File: src/rtl/mips_cpu_test_monitor.sv
// End-of-program monitor for mips_cpu_harvard testbenches: halt detection, v0 check, fault/timeout verdict.
// Optional store counter enabled by defining MONITOR_STORE_COUNT_EN.
module mips_cpu_test_monitor #(
    parameter logic [31:0] HALT_ADDR      = 32'h0000_0000,
    parameter int unsigned TIMEOUT_CYCLES = 1000,
    parameter int unsigned SETTLE_CYCLES  = 1
) (
    input  logic        clk,
    input  logic        reset,
    input  logic        clk_enable,
    input  logic        active,
    input  logic [31:0] instr_address,
    input  logic [31:0] register_v0,
    input  logic        data_read,
    input  logic        data_write,
    input  logic [31:0] expected_v0,
    output logic        done,
    output logic        pass,
    output logic        fail,
    output logic [2:0]  fault_code,
    output logic [31:0] cycle_count,
    output logic [15:0] store_count
);

    localparam logic [2:0] ST_WAIT   = 3'd0;
    localparam logic [2:0] ST_RUN    = 3'd1;
    localparam logic [2:0] ST_SETTLE = 3'd2;
    localparam logic [2:0] ST_PASS   = 3'd3;
    localparam logic [2:0] ST_FAULT  = 3'd4;

    localparam logic [2:0] FC_NONE     = 3'd0;
    localparam logic [2:0] FC_MISALIGN = 3'd1;
    localparam logic [2:0] FC_RDWR     = 3'd2;
    localparam logic [2:0] FC_V0       = 3'd3;
    localparam logic [2:0] FC_TIMEOUT  = 3'd4;
    localparam logic [2:0] FC_INACTIVE = 3'd5;

    localparam logic [31:0] TMO_LAST    = 32'(TIMEOUT_CYCLES - 1);
    localparam logic [3:0]  SETTLE_LAST = 4'(SETTLE_CYCLES - 1);

    function automatic logic [31:0] sat_inc32(input logic [31:0] v);
        return (v == 32'hFFFF_FFFF) ? v : v + 32'd1;
    endfunction

    logic [2:0]  state_r, state_s;
    logic [2:0]  code_r, code_s;
    logic [31:0] cyc_r, cyc_s;
    logic [31:0] tmo_r, tmo_s;
    logic [3:0]  settle_r, settle_s;
    logic        done_r, pass_r, fail_r;

    // Next-state, fault classification and counter updates for one enabled edge.
    always_comb begin
        state_s  = state_r;
        code_s   = code_r;
        cyc_s    = cyc_r;
        tmo_s    = tmo_r;
        settle_s = settle_r;
        case (state_r)
            ST_WAIT: begin
                if (active) begin
                    state_s = ST_RUN;
                    cyc_s   = 32'd0;
                end else if (tmo_r == TMO_LAST) begin
                    state_s = ST_FAULT;
                    code_s  = FC_TIMEOUT;
                end else begin
                    // The idle-CPU wait shares the timeout budget with RUN.
                    tmo_s = sat_inc32(tmo_r);
                end
            end
            ST_RUN: begin
                cyc_s = sat_inc32(cyc_r);
                tmo_s = sat_inc32(tmo_r);
                if (instr_address[1:0] != 2'b00) begin
                    state_s = ST_FAULT;
                    code_s  = FC_MISALIGN;
                end else if (data_read && data_write) begin
                    state_s = ST_FAULT;
                    code_s  = FC_RDWR;
                end else if (instr_address == HALT_ADDR) begin
                    state_s  = ST_SETTLE;
                    settle_s = 4'd0;
                end else if (!active) begin
                    state_s = ST_FAULT;
                    code_s  = FC_INACTIVE;
                end else if (tmo_r == TMO_LAST) begin
                    state_s = ST_FAULT;
                    code_s  = FC_TIMEOUT;
                end else begin
                    state_s = ST_RUN;
                end
            end
            ST_SETTLE: begin
                cyc_s = sat_inc32(cyc_r);
                if (settle_r == SETTLE_LAST) begin
                    if (register_v0 == expected_v0) begin
                        state_s = ST_PASS;
                    end else begin
                        state_s = ST_FAULT;
                        code_s  = FC_V0;
                    end
                end else begin
                    settle_s = settle_r + 4'd1;
                end
            end
            ST_PASS: begin
                state_s = ST_PASS;
            end
            ST_FAULT: begin
                state_s = ST_FAULT;
            end
            default: begin
                state_s = ST_WAIT;
                code_s  = FC_NONE;
            end
        endcase
    end

    // State and registered verdict outputs; clk_enable low freezes everything.
    always_ff @(posedge clk) begin
        if (reset) begin
            state_r  <= ST_WAIT;
            code_r   <= FC_NONE;
            cyc_r    <= 32'd0;
            tmo_r    <= 32'd0;
            settle_r <= 4'd0;
            done_r   <= 1'b0;
            pass_r   <= 1'b0;
            fail_r   <= 1'b0;
        end else if (clk_enable) begin
            state_r  <= state_s;
            code_r   <= code_s;
            cyc_r    <= cyc_s;
            tmo_r    <= tmo_s;
            settle_r <= settle_s;
            done_r   <= (state_s == ST_PASS) || (state_s == ST_FAULT);
            pass_r   <= (state_s == ST_PASS);
            fail_r   <= (state_s == ST_FAULT);
        end
    end

    assign done        = done_r;
    assign pass        = pass_r;
    assign fail        = fail_r;
    assign fault_code  = code_r;
    assign cycle_count = cyc_r;

`ifdef MONITOR_STORE_COUNT_EN
    logic [15:0] store_r;

    // Saturating count of data writes while the program is live.
    always_ff @(posedge clk) begin
        if (reset) begin
            store_r <= 16'h0000;
        end else if (clk_enable && data_write && (store_r != 16'hFFFF) &&
                     ((state_r == ST_RUN) || (state_r == ST_SETTLE))) begin
            store_r <= store_r + 16'd1;
        end
    end

    assign store_count = store_r;
`else
    assign store_count = 16'h0000;
`endif

endmodule

File: config.mk
export PLATFORM = sky130hd
export DESIGN_NAME = mips_cpu_test_monitor
export DESIGN_NICKNAME = d
export VERILOG_FILES = /design/src/rtl/mips_cpu_test_monitor.sv
export SDC_FILE = /design/constraint.sdc
export NUM_CORES = 1
export LEC_CHECK = 0
export ABC_AREA = 1
export CAP_MARGIN = 15
export CORE_ASPECT_RATIO = 1.75
export CORE_MARGIN = 4
export CORE_UTILIZATION = 53
export CTS_CLUSTER_DIAMETER = 50
export DETAILED_ROUTE_END_ITERATION = 10
export HOLD_SLACK_MARGIN = 0.08
export PLACE_DENSITY_LB_ADDON = 0.1
export SYNTH_ARGS = -nofsm -noshare
export SYNTH_HDL_FRONTEND = slang
export SYNTH_SLANG_ARGS = --single-unit
File: constraint.sdc
create_clock -name clk -period 4.6 [get_ports clk]
set_clock_uncertainty 0.15 [all_clocks]
set_input_delay 1.15 -clock clk [delete_from_list [all_inputs] [get_ports clk]]
set_output_delay 1.15 -clock clk [all_outputs]
set_load 0.1 [all_outputs]
=== Word level (Yosys, flattened, before mapping) ===
Index checks and enable logic that the tools add are counted.

* RAM bits: 0
* Memories: 0
* Output and inout bits: 54
* Register bits after elaboration: 77
* Word-level logic and storage cells: 79
* Bits in latches: 0
* Memory bits (read-only): 0

* Divide/modulo/power cells: 0
* Bitwise gates (word level): 1
* Shift-type cells: 0
* Reductions and logical operators: 15
* Multiply operators: 0
* Mux-type cells: 31
* Order comparisons: 0
* Add/sub/neg operators: 3
* Equality and inequality tests: 21

{| class="wikitable"
|+ Operator list
! cell !! number
|-
| $mux W32 || 5
|-
| $pmux W32 S2 || 2
|-
| $add A32 B1 Y32 const B || 2
|-
| $eq A32 B32 Y1 const B || 2
|-
| $mux W3 || 17
|-
| $eq A32 B10 Y1 const B || 1
|-
| $eq A32 B32 Y1 || 1
|-
| $logic_not A32 Y1 || 1
|-
| $ne A2 B2 Y1 const B || 10
|-
| $mux W4 || 4
|-
| $pmux W3 S5 || 1
|-
| $pmux W3 S4 || 1
|-
| $reduce_and A6 Y1 || 2
|-
| $eq A3 B2 Y1 const B || 3
|-
| $pmux W4 S2 || 1
|-
| $reduce_and A4 Y1 || 2
|-
| $reduce_bool A2 Y1 || 4
|-
| $eq A3 B3 Y1 const B || 2
|-
| $add A4 B1 Y4 const B || 1
|-
| $logic_not A4 Y1 || 1
|-
| $ne A4 B4 Y1 const B || 1
|-
| $reduce_or A2 Y1 || 2
|-
| $eq A3 B1 Y1 const B || 1
|-
| $logic_not A3 Y1 || 1
|-
| other kinds (3) || 3
|}

=== Logic depth before layout (Yosys ltp) ===
Gate-level depths: netlist of run 1.

* Depth in word-level cells: 9
* Gate-level depth with buffers: 15

=== Least setup slack after synthesis of run 1 ===
No wires, ideal clock.

* Path type: register to register
* Start point: register cyc_r[1] (netlist: cycle_count[1])
* End point: register cyc_r[15] (netlist: cycle_count[15])
* Clock period less this slack: 2.786 ns
* Path slack: 1.814 ns
* Data arrival time: 2.504 ns
* Cell stages (with the launch flop): 12
* Library setup time: 0.132 ns
* Path buffers: 1
* Cells stage by stage: dfxtp_1 ha_1 nand4_4 nor2_2 nand2_1 nor3_2 nand2_1 nand2_4 clkinv_2 buf_6 nand3_1 a21oi_1

* Longest elaborated chain between the ends: 3
* Elaborated cells between the ends (all ways): 6

{| class="wikitable"
|+ Ends and longest elaborated chain
! what !! RTL line !! text
|-
| start: declaration || 47 || <nowiki>logic [31:0] cyc_r, cyc_s;</nowiki>
|-
| start signal: assignment || 134 || <nowiki>cyc_r <= cyc_s;</nowiki>
|-
| $add A32 B1 Y32 / $eq A32 B32 Y1 (equally long branches) || 42 || <nowiki>return (v == 32'hFFFF_FFFF) ? v : v + 32'd1;</nowiki>
|-
| $mux W32 / $ne A2 B2 Y1 (equally long branches) || -- ||
|-
| $pmux W32 S2 / $reduce_and A4 Y1 (equally long branches) || -- ||
|}

Parallel ways exist; a longest one is shown, timed or not. The select of a mux whose other input is x is not followed.
A chain may end at the register's enable or synchronous reset.

=== Worst setup path in the final report of run 1 ===
* Start point: register cyc_r[19] (netlist: cycle_count[19])
* End point: output port cycle_count[19]

{| class="wikitable"
|+ RTL lines
! what !! RTL line !! text
|-
| end: declaration || 21 || <nowiki>output logic [31:0] cycle_count,</nowiki>
|}

No word-level cell between the ends.

==> impl_summary.md, run 1 <==
Outcome
The run finished with clean final reports.

Global routing
The global-route wire length before repair is 26.8 mm. The number of antenna violations at the first check in global routing is 0. The total track usage is 0.274.

The pin count of the biggest net entering global routing is 34. The remaining global-route overflow is 0. The number of global-route vias before repair is 5867.

Die
The vertical die dimension is 143 um. The die extent in x is 85.3 um. In this run the core area contains 49 standard-cell rows. The count of boundary I/O pins is 156. The core outline area is 10200 um2. The die covers 12200 um2. The starting density of the core is 0.541.

Placed design
The cell area reported after detailed placement is 6930 um2. The placer's final routability congestion estimate is 0.965. Input and output buffers added on the ports amount to 139. The HPWL after detailed placement is 13.2 mm. Before CTS, the worst setup slack after placement is 1050 ps.

Synthesis
The count of flip-flops with a built-in enable after synthesis is 0. The commonest cells after synthesis are nand2_1 (282), nor2_1 (123), inv_1 (105). The post-synthesis sequential area ratio is 0.278. The most frequently used cell type in the post-synthesis netlist is nand2_1. The netlist area before placement is 5540 um2.

Yosys attributes the largest share of cell area to dfxtp_1 (28%), nand2_1 (19%), nor2_1 (8.3%), inv_1 (7.1%), a21oi_1 (5.8%). Summed over all instances, the cell type with the most area after synthesis is dfxtp_1. The flip-flop and latch count after synthesis is 77. The count of distinct cell types in the synthesized netlist is 39. Yosys printed 0 warnings.

The fraction of post-synthesis cell area in the top cell type by area is 0.278. After synthesis, the mean cell area works out to 6.04 um2. In the synthesized netlist the async set-or-reset flop fraction comes to 0. In the synthesized netlist the dominant register cell turns out to be dfxtp_1. The number of instances in the synthesized netlist is 917.

Drt
Using the TritonRoute via totals, the vias-per-cell ratio works out to 5.14. The number of routed nets with antenna violations is 0. The routed design has 16.5 mm of wire. The total number of vias is 6074. The average wire length per cell after detail routing is 14.0 um. After detailed routing, the number of remaining DRC violations is 0. The initial detailed-routing violation count is 320.

The first-pass detailed-route iteration total is 5.

Worst setup path
Of all nets on the critical path, the largest fanout is 6. The worst setup path is captured at a primary output. The slowest cell on the critical path is clkdlybuf4s50_1.

Counting both buffers and inverters, the worst setup path holds a total of 1. Traced cell by cell, the critical path runs through clkdlybuf4s50_1. The delay contributed by the slowest stage of the critical path is 1200 ps. STA classifies the critical path startpoint as a register.

At the worst endpoint, the required time is 3300 ps. The kind of cell with the highest combined delay along the critical path is buffers and inverters. Data arrives at the worst endpoint at 2040 ps. The path type of the worst setup path is reg -> out.

STA
The number of max-slew violations in the final report was 0. The final hold violation count is 0. Setup violations remaining at the end of the flow were counted as 0. Dividing the final minimum period by the clock period gives 0.726. Derived from the worst setup path, the maximum achievable clock frequency is 299 MHz. The smallest setup slack after layout is 1260 ps. In this run the tightest slew margin relative to its limit is 0.324. The sum of negative setup slack is 0 ps. The post-layout minimum cycle time is 3340 ps. The transition at the pin with the smallest max-transition slack is 1010 ps. Setup repair after global routing left no endpoint under its margin.

Clock tree
The H-tree generated during clock tree synthesis spans 3 levels. The clock input transition at the sequential cells of the worst setup and hold paths is 60 ps. In this run the clock root is driven by a clkbuf_16. The later pin in the worst-skew pair is clocked with a latency of 340 ps. For this design, the CTS-stage hold fixing added 0 buffers.

In this run the post-CTS setup repair buffer count came out at 0. The number of buffers added by the clock tree synthesis step is 9. The clock net in this run drives a total of 77 sinks.

The clock passes through at most 2 buffers. The CTS tree is done. The count of instances resized after the clock tree is built is 0.

Power
The analysis attributes to cell leakage a power of 0.00283 uW. IR analysis of the VDD net gives a maximum drop of 255 uV. The power per standard cell area is 240 nW/um2.

Final layout
After filler insertion, the fill cell instance count of the layout stands at 934. Relative to the synthesized area, the layout overhead comes to 30.8%. After routing the design area is 7240 um2.

The repair_antennas step left the layout with diodes totalling 0. Of the cells placed in the final design, the portion with a size suffix greater than 1 is 0.0398. The final net count is 1156.

Job
The tool flagged a number of max-cap violations equal to 0.

Hold path
The kind of path behind the tightest hold check is reg -> reg.
## tightest hold or removal path, delay by kind of cell, from the launching register on
| family | cells | cell delay (ps) |
|---|---|---|
| AO/OA/AOI/OAI | 1 | 50 |
| flip-flops | 1 | 320 |
| AND/OR/NAND/NOR | 1 | 60 |
## layer usage
metal / track usage / vias up / routed length, um
met5: 0 / - / 0
met3: 0.0375 / 64 / 779
met2: 0.516 / 183 / 8790
li1: - / 3125 / -
met4: 0.169 / 0 / 956
met1: 0.278 / 2702 / 6000
## layout by cell type, fill, tap and decap left out, drive strengths merged
| cell | n |
|---|---|
| or2 | 2 |
| clkinv | 2 |
| clkbuf | 11 |
| bufinv | 2 |
| and3 | 2 |
| nor4 | 5 |
| buf | 3 |
| dfxtp | 77 |
| and2 | 2 |
| o21ai | 22 |
| a21o | 1 |
| nand2 | 285 |
| nand3b | 1 |
| inv | 111 |
| xor2 | 26 |
| clkdlybuf4s50 | 138 |
| conb | 16 |
| a211oi | 1 |
| nor3 | 36 |
| nor3b | 2 |
| a21boi | 1 |
| ha | 4 |
| a21oi | 66 |
| nand3 | 61 |
| xnor2 | 30 |
| nor2 | 128 |
| clkinvlp | 1 |
| nand4 | 18 |
## sequential cells by signal, summed over array words and instances (netlist names)
signal,flops
cycle_count,32
done,1
fail,1
fault_code,3
pass,1
settle_r,4
state_r,3
tmo_r,32
## where the power goes
group / internal [uW] / switching, uW
clock network: 486 / 269
logic: 120 / 188
registers: 673 / 6.28
total: 1280 / 463
## logic make-up after synthesis
kind of cell,Yosys count,synth area share
simple gates,542,0.419
buf+inv,146,0.117
compound gates,91,0.0872
flops,77,0.278
xor+xnor,56,0.0886
fa+ha+maj,4,0.00904
other cells,1,0.000677
## stage by stage
stage	total power, uW	cells	util	hold WS (ps)
floorplan	894	932	-	307
global route	1800	1181	0.707	363
global placement	997	1166	0.677	320
detailed placement	1000	1166	0.677	324
finish	1740	1181	0.707	331
CTS	1750	1181	0.707	333
## path summary, 6_finish.rpt
| path | startpoint | endpoint | slack (ps) | depth (start not counted) |
|---|---|---|---|---|
| max | cycle_count[19]$_SDFFE_PP0P_ | cycle_count[19] | 1260 | 1 |
| min | tmo_r[27]$_SDFFE_PP0P_ | tmo_r[27]$_SDFFE_PP0P_ | 330 | 2 |
| max reg2reg | cycle_count[0]$_SDFFE_PP0P_ | cycle_count[10]$_SDFFE_PP0P_ | 1740 | 12 |
| min reg2reg | tmo_r[27]$_SDFFE_PP0P_ | tmo_r[27]$_SDFFE_PP0P_ | 330 | 2 |
## cell type report
class / count / area (um2) / area share
Multi-Input combinational cell: 709 / 3400 / 0.470
Sequential cell: 77 / 1540 / 0.213
Timing Repair Buffer: 141 / 1400 / 0.194
Inverter: 112 / 422 / 0.0582
Clock buffer: 11 / 243 / 0.0335
Tap cell: 127 / 159 / 0.0219
Clock inverter: 4 / 72.6 / 0.0100
(Power assumes the default switching activity.)
==> run 2: changes to the inputs <==
- CORE_UTILIZATION: 53 -> 44
- clock period: 4.6 -> 2.85 ns (I/O delays scaled with it)
==> run 2 against run 1 <==
Effect of this change: critical path depth up 9; core utilization down 11 points; power up 66%; worst setup slack worse by 930 ps; critical endpoint is now cycle_count[15]$_SDFFE_PP0P_; routed wire length up 8.0%; final area up 1.9%; sequential share of layout area down 0.40 points; sequential power up 62%.
==> impl_summary.md, run 2 (synthesized netlist as in run 1, its figures left out) <==
Outcome
The run finished with clean final reports.

Clock tree
After clock tree synthesis, the setup repair step added 0 buffers. Hold repair after CTS inserted 0 buffers. Post-CTS repair changed the size of 0 cells. The CTS tree is done.

The clock input transition at the sequential cells of the worst setup and hold paths is 60 ps. The count of H-tree levels built during CTS is 3. In this run the deepest clock path goes through 2 buffers. The clock sink total is 77. The cell chosen for the clock root is clkbuf_16. The later-pin clock latency in the skew report is 330 ps. Counting the buffers created by CTS gives 9.

Drt
For this block, the via count after detailed routing is 6095. The aggregate routed wire length is 17.8 mm. The first TritonRoute pass finished after 5 iterations. Dividing the detail-routed wire length by the instance count gives 14.4 um. The detail route stage leaves a number of antenna-violating nets equal to 0. The initial detailed-routing violation count is 218. For this run, design rule violations remaining after detail routing come to 0. In the routed layout, each cell is associated on average with a via count of 4.91.

Worst setup path
The register-to-register setup slack is 330 ps. In this run the critical register-to-register path is captured at cycle_count[15]$_SDFFE_PP0P_. The worst setup path is launched from a register. Of all nets on the critical path, the largest fanout is 19. For the worst flop-to-flop path, the logic depth is 10.

The endpoint required time on the critical path is 2890 ps. Walking the worst path, the cells encountered are inv_1, nor3_1, nand2_1, nor3_1, nand2_1, nand2_4, clkinv_2, buf_4, nand3_1, a21oi_1. The slowest cell on the critical path is dfxtp_1. The kind of cell with the highest combined delay along the critical path is simple AND/OR/NAND/NOR gates.

The delay contributed by the slowest stage of the critical path is 410 ps. The startpoint identified for the worst register-to-register timing path is cycle_count[21]$_SDFFE_PP0P_. The count of buffering cells on the critical path with inverters included is 3. The worst setup path is captured at a register. Data on the critical path arrives at its endpoint at 2560 ps. The path type of the worst setup path is reg -> reg.

STA
The post-layout minimum cycle time is 2520 ps. The final hold violation count is 0. Setup slack on the critical path of the routed design comes to 331 ps. Setup violations remaining at the end of the flow were counted as 0. Setup repair after global routing left no endpoint under its margin. For this run, the top clock speed supported by timing is 397 MHz. The post-route fraction of the period consumed by the critical path is 0.884. After routing, the total negative slack on setup checks comes to 0 ps. The normalized max-slew margin is 0.662. The number of max-slew violations in the final report came to 0. For the pin with the worst max-slew slack, the measured transition is 508 ps.

Die
The initial utilization of the core area, before any placement, comes to 0.445. For this design the top-level I/O count stands at 156. The die is 92.8 um wide. The total number of placement rows is 54. The total area inside the core boundary comes to 12400 um2. The vertical die dimension is 156 um. The die covers 14500 um2.

Power
Power spread over the standard cell area amounts to 392 nW/um2. The total leakage power is 0.00302 uW. The largest voltage drop on the vdd net is 397 uV.

Total power for the finished layout comes to 2900 uW.

Placed design
The placer's final routability congestion estimate is 0.964. The placement-stage worst setup slack is 129 ps. The HPWL after detailed placement is 14.4 mm. Input and output buffers added on the ports amount to 139.

Counting tap cells, the placed design contains a total of 1227 instances.

Global routing
The number of global-route vias before repair is 5860. Entering global routing, the biggest net connects 44 pins. The total track usage is 0.248. In the global route stage, met1 resource usage came out at 0.258.

The first global-routing pass estimated 28.4 mm of wire. The number of antenna violations at the first check in global routing is 0. The global-route track usage on met3 is 0.0327. The fraction of met2 tracks used by global routing is 0.488.

met2 is the most crowded layer. After global routing the overflow that remains totals 0.

Hold path
The startpoint of the most critical hold path is pass$_SDFFE_PP0P_. The hold-critical path endpoint is pass$_SDFFE_PP0P_. The path class of the tightest hold or removal check is reg -> reg.

The number of cells on the worst hold path is 2.

Final layout
In the layout the commonest cells are nand2_1 (282), nor2_1 (123), inv_1 (105). From synthesis to final layout, the design area changed by 33.3%. Counting the fill cells in the layout gives 1291. At the end of the flow the core is filled with cells to 0.594. The finished layout holds 1242 standard cells, fillers aside. The final net count is 1176. The most common cell after layout, fill and taps aside is nand2_1. The ratio of cells with drive above 1 in the final layout is 0.0940. The antenna diode count is 0.

Job
The max-cap check violation count is 0.
run 2: cell types whose count changed in the layout (fill, tap and decap cells not counted), sizes merged:
cell           previous run  this run
clkdlybuf4s50           138       100
clkbuf                   11        12
clkinv                    2         1
buf                       3        61
run 2: final cells by class:
class | instances | area, um2 | area share
multi-input combinational | 709 | 3400 | 0.461
sequential | 77 | 1540 | 0.209
timing repair buffer | 161 | 1470 | 0.199
inverter | 112 | 422 | 0.0571
clock buffer | 12 | 267 | 0.0361
tap | 168 | 210 | 0.0285
clock inverter | 3 | 67.6 | 0.00916
run 2: per-stage QoR:
step | hold WS [ps] | instance area, um2
4_1_cts | 313 | 7380
6_report | 311 | 7380
5_1_grt | 333 | 7380
3_3_place_gp | 304 | 7050
3_5_place_dp | 304 | 7050
2_1_floorplan | 307 | 5590
run 2: how the worst max path moves through the flow:
stage,to,depth (start not counted),slack (ps),startpoint
3_5_place_dp,settle_r[3]$_SDFFE_PP0P_,11,130,instr_address[1]
2_1_floorplan,cycle_count[15]$_SDFFE_PP0P_,11,60,cycle_count[1]$_SDFFE_PP0P_
6_report,cycle_count[15]$_SDFFE_PP0P_,10,330,cycle_count[21]$_SDFFE_PP0P_
3_3_place_gp,settle_r[3]$_SDFFE_PP0P_,11,150,instr_address[1]
4_1_cts,cycle_count[15]$_SDFFE_PP0P_,11,350,cycle_count[1]$_SDFFE_PP0P_
5_1_grt,cycle_count[15]$_SDFFE_PP0P_,10,140,cycle_count[21]$_SDFFE_PP0P_
run 2: layer usage:
layer  up-vias  part of all wire
met1      2749              0.38
met4         0             0.025
met2       149              0.56
met5         -                 0
met3        33             0.038
li1       3164                 -
run 2: where the power goes:
part           internal (uW)  switching (uW)  total [uW]
combinational            211             310         521
clock                    834             446        1280
sequential              1090            9.74        1100
run 2: worst register-to-register path: cells and delay by family, from the launching register on:
family / cells / cell delay (ps)
buf+inv: 3 / 630
simple gates: 6 / 1130
flops: 1 / 410
compound gates: 1 / 60
